--- src/rtl/poly_sub_ctrl.sv ---
// Sequencer streaming two coefficient memories through the dual-lane modular subtractor into a destination memory.
// Defining POLY_SUB_CTRL_PAUSE_EN adds a `pause` input that stalls read issue while in ISSUE.

module poly_sub_ctrl #(
  parameter int WORDS    = 128,
  parameter int AW       = 7,
  parameter int DW       = 50,
  parameter int PIPE_LAT = 3
) (
  input  logic          clk,
  input  logic          rst,
  input  logic          start,
`ifdef POLY_SUB_CTRL_PAUSE_EN
  input  logic          pause,
`endif
  input  logic [AW-1:0] a_base,
  input  logic [AW-1:0] b_base,
  input  logic [AW-1:0] d_base,
  output logic          rd_en,
  output logic [AW-1:0] rd_addr_a,
  output logic [AW-1:0] rd_addr_b,
  input  logic [DW-1:0] rd_data_a,
  input  logic [DW-1:0] rd_data_b,
  output logic          sub_in_flag,
  output logic [DW-1:0] sub_din1,
  output logic [DW-1:0] sub_din2,
  input  logic [DW-1:0] sub_dout,
  input  logic          sub_out_flag,
  output logic          wr_en,
  output logic [AW-1:0] wr_addr,
  output logic [DW-1:0] wr_data,
  output logic          busy,
  output logic          done,
  output logic          err
);

  typedef enum logic [1:0] {S_IDLE, S_ISSUE, S_DRAIN, S_DONE} state_t;

  localparam logic [AW-1:0] LAST = AW'(WORDS - 1);

  state_t              state_q, state_d;
  logic [AW-1:0]       cnt_q, cnt_d;
  logic [AW-1:0]       a_base_q, a_base_d;
  logic [AW-1:0]       b_base_q, b_base_d;
  logic [AW-1:0]       d_base_q, d_base_d;
  logic                err_q, err_d;
  logic [PIPE_LAT-1:0] vld_q, vld_d;
  logic [AW-1:0]       off_q [PIPE_LAT];
  logic [AW-1:0]       off_d [PIPE_LAT];
  logic                pause_w;

`ifdef POLY_SUB_CTRL_PAUSE_EN
  assign pause_w = pause;
`else
  assign pause_w = 1'b0;
`endif

  always_comb begin
    state_d  = state_q;
    cnt_d    = cnt_q;
    a_base_d = a_base_q;
    b_base_d = b_base_q;
    d_base_d = d_base_q;
    rd_en    = 1'b0;
    done     = 1'b0;
    err_d    = err_q | (sub_out_flag != vld_q[PIPE_LAT-1]);

    unique case (state_q)
      S_IDLE: begin
        if (start) begin
          a_base_d = a_base;
          b_base_d = b_base;
          d_base_d = d_base;
          cnt_d    = '0;
          err_d    = 1'b0;
          state_d  = S_ISSUE;
        end
      end
      S_ISSUE: begin
        if (!pause_w) begin
          rd_en = 1'b1;
          cnt_d = cnt_q + 1'b1;
          if (cnt_q == LAST) state_d = S_DRAIN;
        end
      end
      S_DRAIN: begin
        // Leave once only the last stage may still hold a tag; it retires on this edge.
        if (~|vld_q[PIPE_LAT-2:0]) state_d = S_DONE;
      end
      S_DONE: begin
        done    = 1'b1;
        state_d = S_IDLE;
      end
    endcase

    vld_d    = {vld_q[PIPE_LAT-2:0], rd_en};
    off_d[0] = cnt_q;
    for (int i = 1; i < PIPE_LAT; i++) off_d[i] = off_q[i-1];
  end

  always_ff @(posedge clk) begin
    if (rst) begin
      state_q  <= S_IDLE;
      cnt_q    <= '0;
      a_base_q <= '0;
      b_base_q <= '0;
      d_base_q <= '0;
      err_q    <= 1'b0;
      vld_q    <= '0;
      for (int i = 0; i < PIPE_LAT; i++) off_q[i] <= '0;
    end else begin
      state_q  <= state_d;
      cnt_q    <= cnt_d;
      a_base_q <= a_base_d;
      b_base_q <= b_base_d;
      d_base_q <= d_base_d;
      err_q    <= err_d;
      vld_q    <= vld_d;
      off_q    <= off_d;
    end
  end

  assign rd_addr_a   = a_base_q + cnt_q;
  assign rd_addr_b   = b_base_q + cnt_q;
  assign sub_in_flag = vld_q[0];
  assign sub_din1    = rd_data_a;
  assign sub_din2    = rd_data_b;
  assign wr_en       = vld_q[PIPE_LAT-1];
  assign wr_addr     = d_base_q + off_q[PIPE_LAT-1];
  assign wr_data     = sub_dout;
  assign busy        = (state_q != S_IDLE);
  assign err         = err_q;

endmodule

--- config.mk ---
export PLATFORM = sky130hd
export DESIGN_NAME = poly_sub_ctrl
export DESIGN_NICKNAME = d
export VERILOG_FILES = /design/src/rtl/poly_sub_ctrl.sv
export SDC_FILE = /design/constraint.sdc
export NUM_CORES = 1
export LEC_CHECK = 0
export ABC_AREA = 1
export ABC_CLOCK_PERIOD_IN_PS = 1570
export CORE_AREA = 2 2 135 137
export DETAILED_ROUTE_END_ITERATION = 10
export DIE_AREA = 0 0 137 139
export PLACE_DENSITY_LB_ADDON = 0.25
export REMOVE_ABC_BUFFERS = 1
export SYNTH_ARGS = -nofsm -noshare
export SYNTH_HDL_FRONTEND = slang
export SYNTH_SLANG_ARGS = --single-unit
--- constraint.sdc ---
create_clock -name clk -period 1.57 [get_ports clk]
set_input_delay 0.2355 -clock clk [delete_from_list [all_inputs] [get_ports clk]]
set_output_delay 0.2355 -clock clk [all_outputs]
set_load 0.005 [all_outputs]
# --- Word-level counts from Yosys, hierarchy flattened ---
# Cells that the tools add are included.
totals:
  regBits: 55
  input_bits: 175
  out_inout_bits: 177
  word_cells: 40
op_classes:
  n_addsub: 4
  n_eq_ne: 8
  n_mux: 10
  n_bitwise: 1
  n_reduce_logical: 7
ops:
  columns: ["op", "count"]
  rows:
  - ["7-bit adder", 3]
  - ["7-bit case mux with 2 select lines", 1]
  - ["2-bit case mux with 4 select lines", 1]
  - ["7-bit by 1-bit adder with 7-bit output, second input constant", 1]
  - ["7-bit == test, second input constant", 1]
  - ["7-bit two-way mux", 1]
  - ["2-bit two-way mux", 3]
  - ["2-bit inequality test, second input constant", 3]
  - ["2-bit == test, second input constant", 2]
  - ["1-bit two-way mux", 4]
  - ["2-bit AND reduction", 2]
  - ["2-bit nonzero test", 2]
  - ["3-bit AND reduction", 1]
  - ["2-bit by 1-bit == test with 1-bit output, second input constant", 1]
  - ["2-bit zero test", 1]
  - ["2-bit OR reduction", 1]
  - ["1-bit inequality test", 1]
  - ["1-bit bitwise OR", 1]

# --- Logic depth before layout (Yosys ltp) ---
# Gate-level depths: netlist of the first run.
depth:
  depth_word: 4
  depth_mapped: 9
  depth_no_buf: 9

# --- Worst setup path before layout of the first run ---
# OpenSTA, ideal clock, no wires.
synth_path:
  path_type: "register to output"
  startpoint: "reg cnt_q[0]"
  endpoint: "out rd_addr_a[6]"
  arrival_ns: 1.499
  t_required_ns: 1.334
  setup_slack_ns: -0.165
  stages_incl_launch_ff: 9
  path_buffers: 0
  cell_sequence: "dfxtp_1 -> ha_1 -> inv_1 -> fa_1 -> o21ai_0 -> nand2_1 -> nand2_1 -> nand2_1 -> nand2_1"
synth_between:
  elab_chain_cells: 1
synth_lines:
  columns: ["item", "line", "rtl"]
  rows:
  - ["start, declared", "42", "logic [AW-1:0] cnt_q, cnt_d;"]
  - ["start signal, assigned", "113", "cnt_q <= cnt_d;"]
  - ["7-bit adder", "123", "assign rd_addr_a = a_base_q + cnt_q;"]
  - ["end, declared", "20", "output logic [AW-1:0] rd_addr_a,"]
# No other way between the ends.

# --- Worst setup path in the final report of the first run ---
layout_path:
  startpoint: "reg cnt_q[0]"
  endpoint: "out rd_addr_a[2]"
# Same word-level chain as after synthesis.

==> flow_summary.yaml, run 1 <==
floorplan:
  core_um2: 17700
  die_w_um: 137
  fp-row-count: 49
  start_util_pct: 21.6
  die_h_um: 139
  pin_count: 352
  dieArea_um2: 19000
setup_path:
  startpoint: "cnt_q[0]$_SDFFE_PP0P_"
  crit_type: "flip-flop to output pin"
  r2r_end: "a_base_q[3]$_SDFFE_PP0P_"
  r2r_start: "state_q[1]$_SDFFE_PP0P_"
  r2r_setup_slack_ns: 0.16
  reg2reg_depth: 7
  critPathMaxFanout: 3
  crit_required_ns: 1.33
  worst_setup_path_end_kind: "output pin"
  crit_path_start_kind: "flip-flop"
  arrival_ns: 1.73
place:
  routabilityCongestion: 0.840
  port_buffers: 51
  dp_cells: 676
  place_ws_ns: -0.785
  dp_hpwl_um: 19500
sta:
  finalCritPeriodShare_pct: 125
  relSlewSlack_pct: 82.2
  finClkSkew_ns: 0.00721
  finalSetupViolCount: 18
  worst_pin_slew_ns: 0.264
  min_period_ns: 1.97
  fmax_mhz: 508
  slew_viol_final: 0
  fin_tns_setup_ns: -4.79
  rsz0062_at_grt: "yes"
  layout_setup_ws_ns: -0.399
  finalHoldViolations: 0
global_route:
  grt.met2_usage_pct: 28.5
  use_met3_pct: 31.6
  grtUsageMet1_pct: 20.6
  grt_pass1_wl_um: 28400
  grt_pass1_vias: 2990
  grt_max_degree: 17
  antenna_found_initial: 0
  busiest_layer: "met3"
  gr-usage-all-layers_pct: 22.7
  grt-ovfl-total: 0
yosys:
  ys.flop_type: "dfxtp_1"
  avgSynthCellArea_um2: 7.58
  seq_area_frac_synth_pct: 28.9
  synth_area_leaders: "buf_4 (30%), dfxtp_1 (29%), ha_1 (7.6%)"
  synth_area_leader_cell: "buf_4"
  yosys_warnings: 0
  synth_common_cells: "buf_4 (150), nor2_1 (71), dfxtp_1 (55)"
  ys_types: 28
  synth_top_area_share_pct: 29.6
  syn-instance-count: 502
  netlist_area_um2: 3810
  synth_most_common_cell: "buf_4"
  synth_edf_count: 0
  ys_ff_latch: 55
  postSynth.asyncResetShare_pct: 0
worst_hold_path:
  hold_class: "flip-flop to flip-flop"
  whs_path_depth: 2
  worstHoldStart: "off_d[4]$_SDFF_PP0_"
  hold_end: "off_q[4]$_SDFF_PP0_"
clock_network:
  clk_pin_slew_ns: 0.07
  cts-root-buf: "clkbuf_16"
  cts.sinks: 55
  htree_num_levels: 2
  numCtsBuffers: 5
  cts_tree: "done"
  clockBufferDepth: 2
  clk_latency_ns: 0.29
power_and_ir_drop:
  switching_share_pct: 35.0
  combPwrFrac_pct: 44.4
  power_density_nw_per_um2: 1170
  clockPowerShare_pct: 20.9
  leakage_nw: 1.98
  switchingPower_mw: 1.82
  internal_power_mw: 3.37
  seqPwrFrac_pct: 34.7
  max-vdd-ir-drop_mv: 0.595
status:
  outcome: "finished, violations left"
  violations: "setup timing"
final_layout:
  diodes: 0
  fin_util_pct: 25.2
  drive_above_1_share_pct: 36.8
  multiInputGateArea_um2: 1770
  fill_cells: 1952
  instances_no_fill: 688
  fin_nets: 659
  syn_to_final_growth_pct: 16.7
  register_area_um2: 1140
flow_run:
  maxCapViolations: 0
detailed_routing:
  wl_um: 22400
  routedWlPerCell_um: 32.6
  firstDrtPassIters: 6
  drc: 0
  dr_total_vias: 2997
  drt.antenna.violating_nets: 0
  drtIter0Drc: 167
  via_per_inst: 4.36
-- placed cells by master (no fill, tap or decap), types with 4 or more instances in the layout --
cell type	Yosys	routed
clkinv_2	1	4
dfxtp_2	0	16
ha_1	23	7
clkdlybuf4s50_1	0	27
nand3_1	13	8
inv_1	53	49
buf_4	150	43
nand2_2	1	14
xor2_1	10	7
buf_6	1	14
nand2_1	43	28
buf_2	2	15
nand3_2	0	5
dfxtp_4	0	4
nor2_1	71	71
dlygate4sd2_1	0	6
a21oi_2	0	5
nand4_1	9	9
dfxtp_1	55	35
clkbuf_16	0	5
inv_2	1	5
o21ai_0	25	23
ha_4	0	16
a21oi_1	19	12
-- timing repair --
| action | 4_1_cts | 5_1_grt |
|---|---|---|
| pin swaps | 35 | 32 |
| resized for setup | 153 | 42 |
| hold buffers | 0 | 0 |
| endpoints found under the setup margin | 24 | 25 |
| buffers inserted | 6 | 3 |
-- logic make-up after synthesis --
kind of cell / synth area share [%]
DFF: 28.9
adders and majority gates: 9.14
AOI/OAI and AO/OA: 7.16
and+or+nand+nor: 15.7
xor gates and xnor gates: 2.99
buffers and inverters: 36.1
-- state kept, by name, indices dropped and copies added (netlist names) --
signal / cells
vld_q: 3
b_base_q: 7
state_q: 2
off_q: 7
a_base_q: 7
d_base_q: 7
off_d: 14
cnt_q: 7
err: 1
-- worst max-delay path: stages (launching register included) --
cell and delay, ns:
dfxtp_4 0.38, ha_4 0.14, inv_2 0.04, fa_2 0.37, buf_4 0.15, buf_6 0.11
xnor2_2 0.14, buf_2 0.13
-- per-stage QoR --
step	hold WS [ns]	total power [mW]	cell area [um2]
5_1_grt	0.411	5.59	4440
3_5_place_dp	0.395	3.85	3840
6_report	0.398	5.19	4440
2_1_floorplan	0.307	2.65	2640
3_3_place_gp	0.390	3.84	3840
4_1_cts	0.403	5.08	4270
-- layout make-up --
| class | count | area share [%] |
|---|---|---|
| Clock buffer | 5 | 2.82 |
| Timing Repair Buffer | 107 | 20.3 |
| Clock inverter | 3 | 0.338 |
| Sequential cell | 55 | 25.6 |
| Multi-Input combinational cell | 234 | 39.8 |
| Inverter | 55 | 4.67 |
| Tap cell | 229 | 6.45 |
-- how the worst max path moves through the flow --
stage / end / depth (start not counted) / slack [ns]
4_1_cts: wr_addr[4] / 6 / -0.42
3_3_place_gp: rd_addr_b[4] / 7 / -0.74
6_report: rd_addr_a[2] / 7 / -0.40
5_1_grt: rd_addr_b[4] / 7 / -0.50
2_1_floorplan: rd_addr_a[6] / 8 / -0.16
3_5_place_dp: rd_addr_b[4] / 7 / -0.78
-- layer usage --
metal / vias up / part of all wire, % / wire [um]
met5: - / 1.0 / 225
met2: 295 / 36 / 8120
met4: 6 / 2.4 / 536
met1: 1335 / 30 / 6750
met3: 32 / 30 / 6810
li1: 1329 / - / -
-- power by group through the flow --
stage | combinational (mW) | clock, mW | sequential (mW)
2_1_floorplan | 0.901 | 0 | 1.74
3_3_place_gp | 2.09 | 0 | 1.76
3_5_place_dp | 2.09 | 0 | 1.76
4_1_cts | 2.15 | 1.13 | 1.79
5_1_grt | 2.57 | 1.19 | 1.83
6_report | 2.30 | 1.09 | 1.80
Note: power is estimated with default switching activity, not from simulation.
==> run 2: changes to the inputs <==
- SLEW_MARGIN: not set -> 25
==> results of run 2 <==
Final layout, timing and power as in run 1 (identical DEF).
==> RTL change 1 (flow settings as in run 1) <==
Re-encode `state_t` (4 states) as Gray code, 2 bits wide.
--- a/src/rtl/poly_sub_ctrl.sv
+++ b/src/rtl/poly_sub_ctrl.sv
@@ -34,7 +34,7 @@
   output logic          err
 );
 
-  typedef enum logic [1:0] {S_IDLE, S_ISSUE, S_DRAIN, S_DONE} state_t;
+  typedef enum logic [1:0] {S_IDLE = 2'b00, S_ISSUE = 2'b01, S_DRAIN = 2'b11, S_DONE = 2'b10} state_t;
 
   localparam logic [AW-1:0] LAST = AW'(WORDS - 1);
 
Formal check against the unedited RTL: same outputs for any inputs over 4 cycles, from zero or initial values and one cycle with rst high; so few cycles prove little.
==> RTL change 1 against run 1 <==
The flow still finishes with violations (negative setup slack). Non-clock buffer count shrank 4. Area after synthesis grew 2.9%. Design area grew 0.28%. Die area is the same. Worst setup slack gained 0.056 ns. First-iteration DRC count shrank 3.6%. Core utilization grew 0.071 points. Clock skew shrank 0.0017 ns. Maximum frequency grew 2.9%. Critical path depth is the same. Routed wire length grew 1.5%. Sequential cell count is the same. Largest cell class unchanged.
Power is not compared: it rests on default switching activity, and its combinational part moved more than twofold at a synthesized area within 25%.
==> RTL change 1: results (changes against run 1) <==
- Most instantiated cells after synthesis: buf_4 (151), nor2_1 (77), nand2_1 (75)
- Status: finished with violations
- RePlAce Congestion: 0.817 (-2.7%)
- 1st-pass router iterations: 5 (-1)
- Clock Tree Buf Depth: 2 (unchanged)
- R2r endpoint: state_q[1]
- Reg2Reg Launch Point: cnt_q[1]
- Via count: 3,115 (+3.9%)
- Number of flip-flops in the largest register: 14 (unchanged)
- Synth Area in Compound Gates: 0.0591 (-0.0125)
- Seq/Total Area, Yosys: 0.281 (-0.00804)
- First-pass GRT wire length: 29,100 µm (+2.3%)
- Non-clk bufs: 103 (-3.7%)
- Clk_skew: 0.00554 ns (-0.00167 ns)
- Number of DRC markers in iteration 0: 161 (-3.6%)
- Hold Startpoint: off_d[0]
- Final setup margin: -0.343 ns (+0.0559 ns)
- Final Setup Violations: 18 (unchanged)
- Largest net degree at the start of global routing: 23 (+6)
- Share of cells above drive strength 1: 0.326 (-0.0423)
- Nets@finish: 687 (+4.2%)
- Min-Delay Endpoint: off_q[0]
- GR Layer Usage met2: 0.297 (+0.0115)
- DR WL met2: 8490 µm (+4.5%)
- Fin Setup TNS: -4.11 ns (+0.679 ns)
- Failing checks: negative setup slack
- Synth Instances: 538 (+7.2%)
- Non-clk invs: 63 (+15%)
- Global Route met1 Usage: 0.194 (-0.0123)
- WL final: 22,800 µm (+1.5%)
- Post-route non-filler standard cell count: 720 (+4.7%)
- Worst slack at placement: -0.589 ns (+0.196 ns)
- Reg power frac: 0.435
- Fillers: 1,943 (-0.46%)
- Slowest-stage cell, CP: fa_2
- Met3 usage: 0.345 (+0.0285)
- Setup bufs post-CTS: 12 (+6)
- XOR/XNOR Fraction of Synth Area: 0.0179 (-0.0120)
- Layout area overhead: 13.8%
- Buffering overhead: 0.206 (+0.00224)
- Placed instance count: 700 (+3.6%)
- Crit path max fanout: 2 (-1)
- Post-Synth Adder-Cell Area: 0.0760 (-0.0153)
- Hold Worst Slack: 0.402 ns (+0.00463 ns)
- Number of distinct library cells after synthesis: 31 (+11%)
- Clock-cell share: 0.0331 (+0.00160)
- Met3 Wirelength: 7220 µm (+6.0%)
- Multi-input gates: 262 (+12%)
- Metal1 wirelength: 6300 µm (-6.8%)
- Starting Density: 0.222 (+0.00616)
- Yosys reg bits: 55 (unchanged)
- Storage element area: 1140 µm² (+0.11%)
- Relative slew slack: 0.807 (-0.0147)
- R2R setup slack: 0.22 ns (+0.06 ns)
- All-layer global routing usage: 0.232 (+0.00550)
- Critical Path Max Stage Delay: 0.40 ns (+0.02 ns)
- Vias in the first global route: 3,029 (+1.3%)
==> RTL change 1: changes by cell type after synthesis, moves of 4 or more <==
cell / delta
nor2_1: +6
ha_1: -4
nand3_1: +10
nand2_1: +32
inv_1: +6
a21oi_1: -8
xor2_1: -4
==> RTL change 1: how the worst max path moves through the flow <==
| stage | from | to | slack, ns | cells past startpoint |
|---|---|---|---|---|
| 6_report | d_base_q[1] | wr_addr[4] | -0.34 | 7 |
| 5_1_grt | cnt_q[0] | rd_addr_b[4] | -0.41 | 9 |
| 4_1_cts | d_base_q[0] | wr_addr[4] | -0.40 | 7 |
| 3_5_place_dp | cnt_q[0] | rd_addr_b[4] | -0.59 | 8 |
| 3_3_place_gp | cnt_q[0] | rd_addr_b[4] | -0.57 | 8 |
| 2_1_floorplan | cnt_q[0] | rd_addr_a[4] | -0.03 | 7 |
==> RTL change 2 (settings of run 1) <==
Made on the original files. The parameter `AW` goes from 7 to 6.
--- a/src/rtl/poly_sub_ctrl.sv
+++ b/src/rtl/poly_sub_ctrl.sv
@@ -3,7 +3,7 @@
 
 module poly_sub_ctrl #(
   parameter int WORDS    = 128,
-  parameter int AW       = 7,
+  parameter int AW       = 6,
   parameter int DW       = 50,
   parameter int PIPE_LAT = 3
 ) (
Ports: changed (6 resized); port bits go from 352 to 346. No check against the original RTL was run, so the function may have changed too.
==> RTL change 2 against run 1 <==
The flow still finishes with violations (negative setup slack). Combinational power fell by 12%. Via count fell by 13%. Worst setup slack improved by 0.012 ns. Die area unchanged. Design area fell by 9.6%. Clock skew shrank 0.0023 ns. Routed wire length fell by 4.6%. Worst hold slack got worse by 0.0017 ns. Sequential share of layout area decreased by 0.98 points. Area after synthesis decreased by 9.4%. Sequential cell count shrank 7. Register-to-register slack worse by 0.06 ns. Power shrank 0.60%. Highest routed layer unchanged.
==> RTL change 2: results (changes against run 1) <==
- All-layer global routing usage: 0.215 (-0.0119)
- Via count: 2,613 (-13%)
- Hold Worst Slack: 0.396 ns (-0.00167 ns)
- Synth area leaders: buf_4 (33%), dfxtp_1 (28%), ha_1 (7.3%)
- Detailed Place HPWL: 18,800 µm (-3.7%)
- PortBufs: 45 (-12%)
- Number of distinct library cells after synthesis: 24 (-14%)
- Layout area overhead: 16.4%
- Asr flop ratio synth: 0 (unchanged)
- Setup bufs post-CTS: 8 (+2)
- Nets@finish: 596 (-9.6%)
- Dpl cell area: 3370 µm² (-12%)
- CTS resizes: 146 (-4.6%)
- Post-route non-filler standard cell count: 631 (-8.3%)
- Placed instance count: 616 (-8.9%)
- Status: finished with violations
- Fillers: 1,936 (-0.82%)
- First-pass GRT wire length: 26,300 µm (-7.6%)
- XOR/XNOR Fraction of Synth Area: 0.0330 (+0.00309)
- Final Setup Violations: 15 (-3)
- Fin Setup TNS: -3.60 ns (+1.19 ns)
- Slew @ Worst Pin: 0.412 ns (+0.148 ns)
- RePlAce Congestion: 0.851 (+1.3%)
- Number of DRC markers in iteration 0: 156 (-6.6%)
- Final setup margin: -0.387 ns (+0.0125 ns)
- Crit path max fanout: 2 (-1)
- WL final: 21,400 µm (-4.6%)
- Post-Synth Adder-Cell Area: 0.0899 (-0.00144)
- 1st-pass router iterations: 5 (-1)
- Mapped Avg Cell Area: 7.60 µm² (+0.22%)
- Share of cells above drive strength 1: 0.366 (-0.00252)
- Vias in the first global route: 2,512 (-16%)
- Failing checks: negative setup slack
- Clk_skew: 0.00490 ns (-0.00231 ns)
- Number of flip-flops in the largest register: 12 (-2)
- P_leak: 1.74 nW (-12%)
- Seq/Total Area, Yosys: 0.278 (-0.0107)
- R2R setup slack: 0.10 ns (-0.06 ns)
- Most instantiated cells after synthesis: buf_4 (151), nor2_1 (64), inv_1 (51)
-- RTL change 2: cell types whose count changed after synthesis, moves of 2 or more --
cell | run 1 | this run
nand2_1 | 43 | 33
o21ai_0 | 25 | 23
dfxtp_1 | 55 | 48
a32o_1 | 2 | 0
a21oi_1 | 19 | 13
clkbuf_1 | 5 | 3
nand3_1 | 13 | 11
or2_2 | 3 | 0
nor2_1 | 71 | 64
ha_1 | 23 | 20
nand4_1 | 9 | 7
inv_1 | 53 | 51
-- RTL change 2: layer usage --
metal / up-vias / wire length (µm) / global-route usage / part of all wire
li1: 1145 / - / - / -
met1: 1118 / 5820 / 0.175 / 0.27
met2: 310 / 7870 / 0.269 / 0.37
met3: 36 / 7240 / 0.347 / 0.34
met4: 4 / 349 / 0.0407 / 0.016
met5: - / 116 / 0.0397 / 0.0054
-- RTL change 2: final timing paths --
path,endpoint,cells past startpoint,start
worst min register to register,off_q[0],2,off_d[0]
worst min-delay path,off_q[0],2,off_d[0]
worst max-delay path,wr_addr[4],6,off_q[0]
worst max register to register,d_base_q[0],6,state_q[1]
-- RTL change 2: area by class of cell --
class	count	area share
inverter	52	0.0486
tap	229	0.0714
multi-input combinational	197	0.371
sequential	48	0.246
clock inverter	3	0.0224
clock buffer	5	0.0312
timing repair buffer	97	0.209
-- RTL change 2: logic make-up after synthesis --
group / Yosys count
compound gates: 43
buf+inv: 209
xor+xnor: 13
fa+ha+maj: 23
flops: 48
simple gates: 118
-- RTL change 2: worst min-delay path, delay by kind of cell (launching register included) --
family / cells / cell delay (ns)
DFF: 1 / 0.30
buffers and inverters: 1 / 0.04
and+or+nand+nor: 1 / 0.03
-- RTL change 2: where the power goes --
group,switching (mW),internal [mW]
logic,0.973,1.05
registers,0.159,1.43
clock network,0.472,1.07
total,1.60,3.55
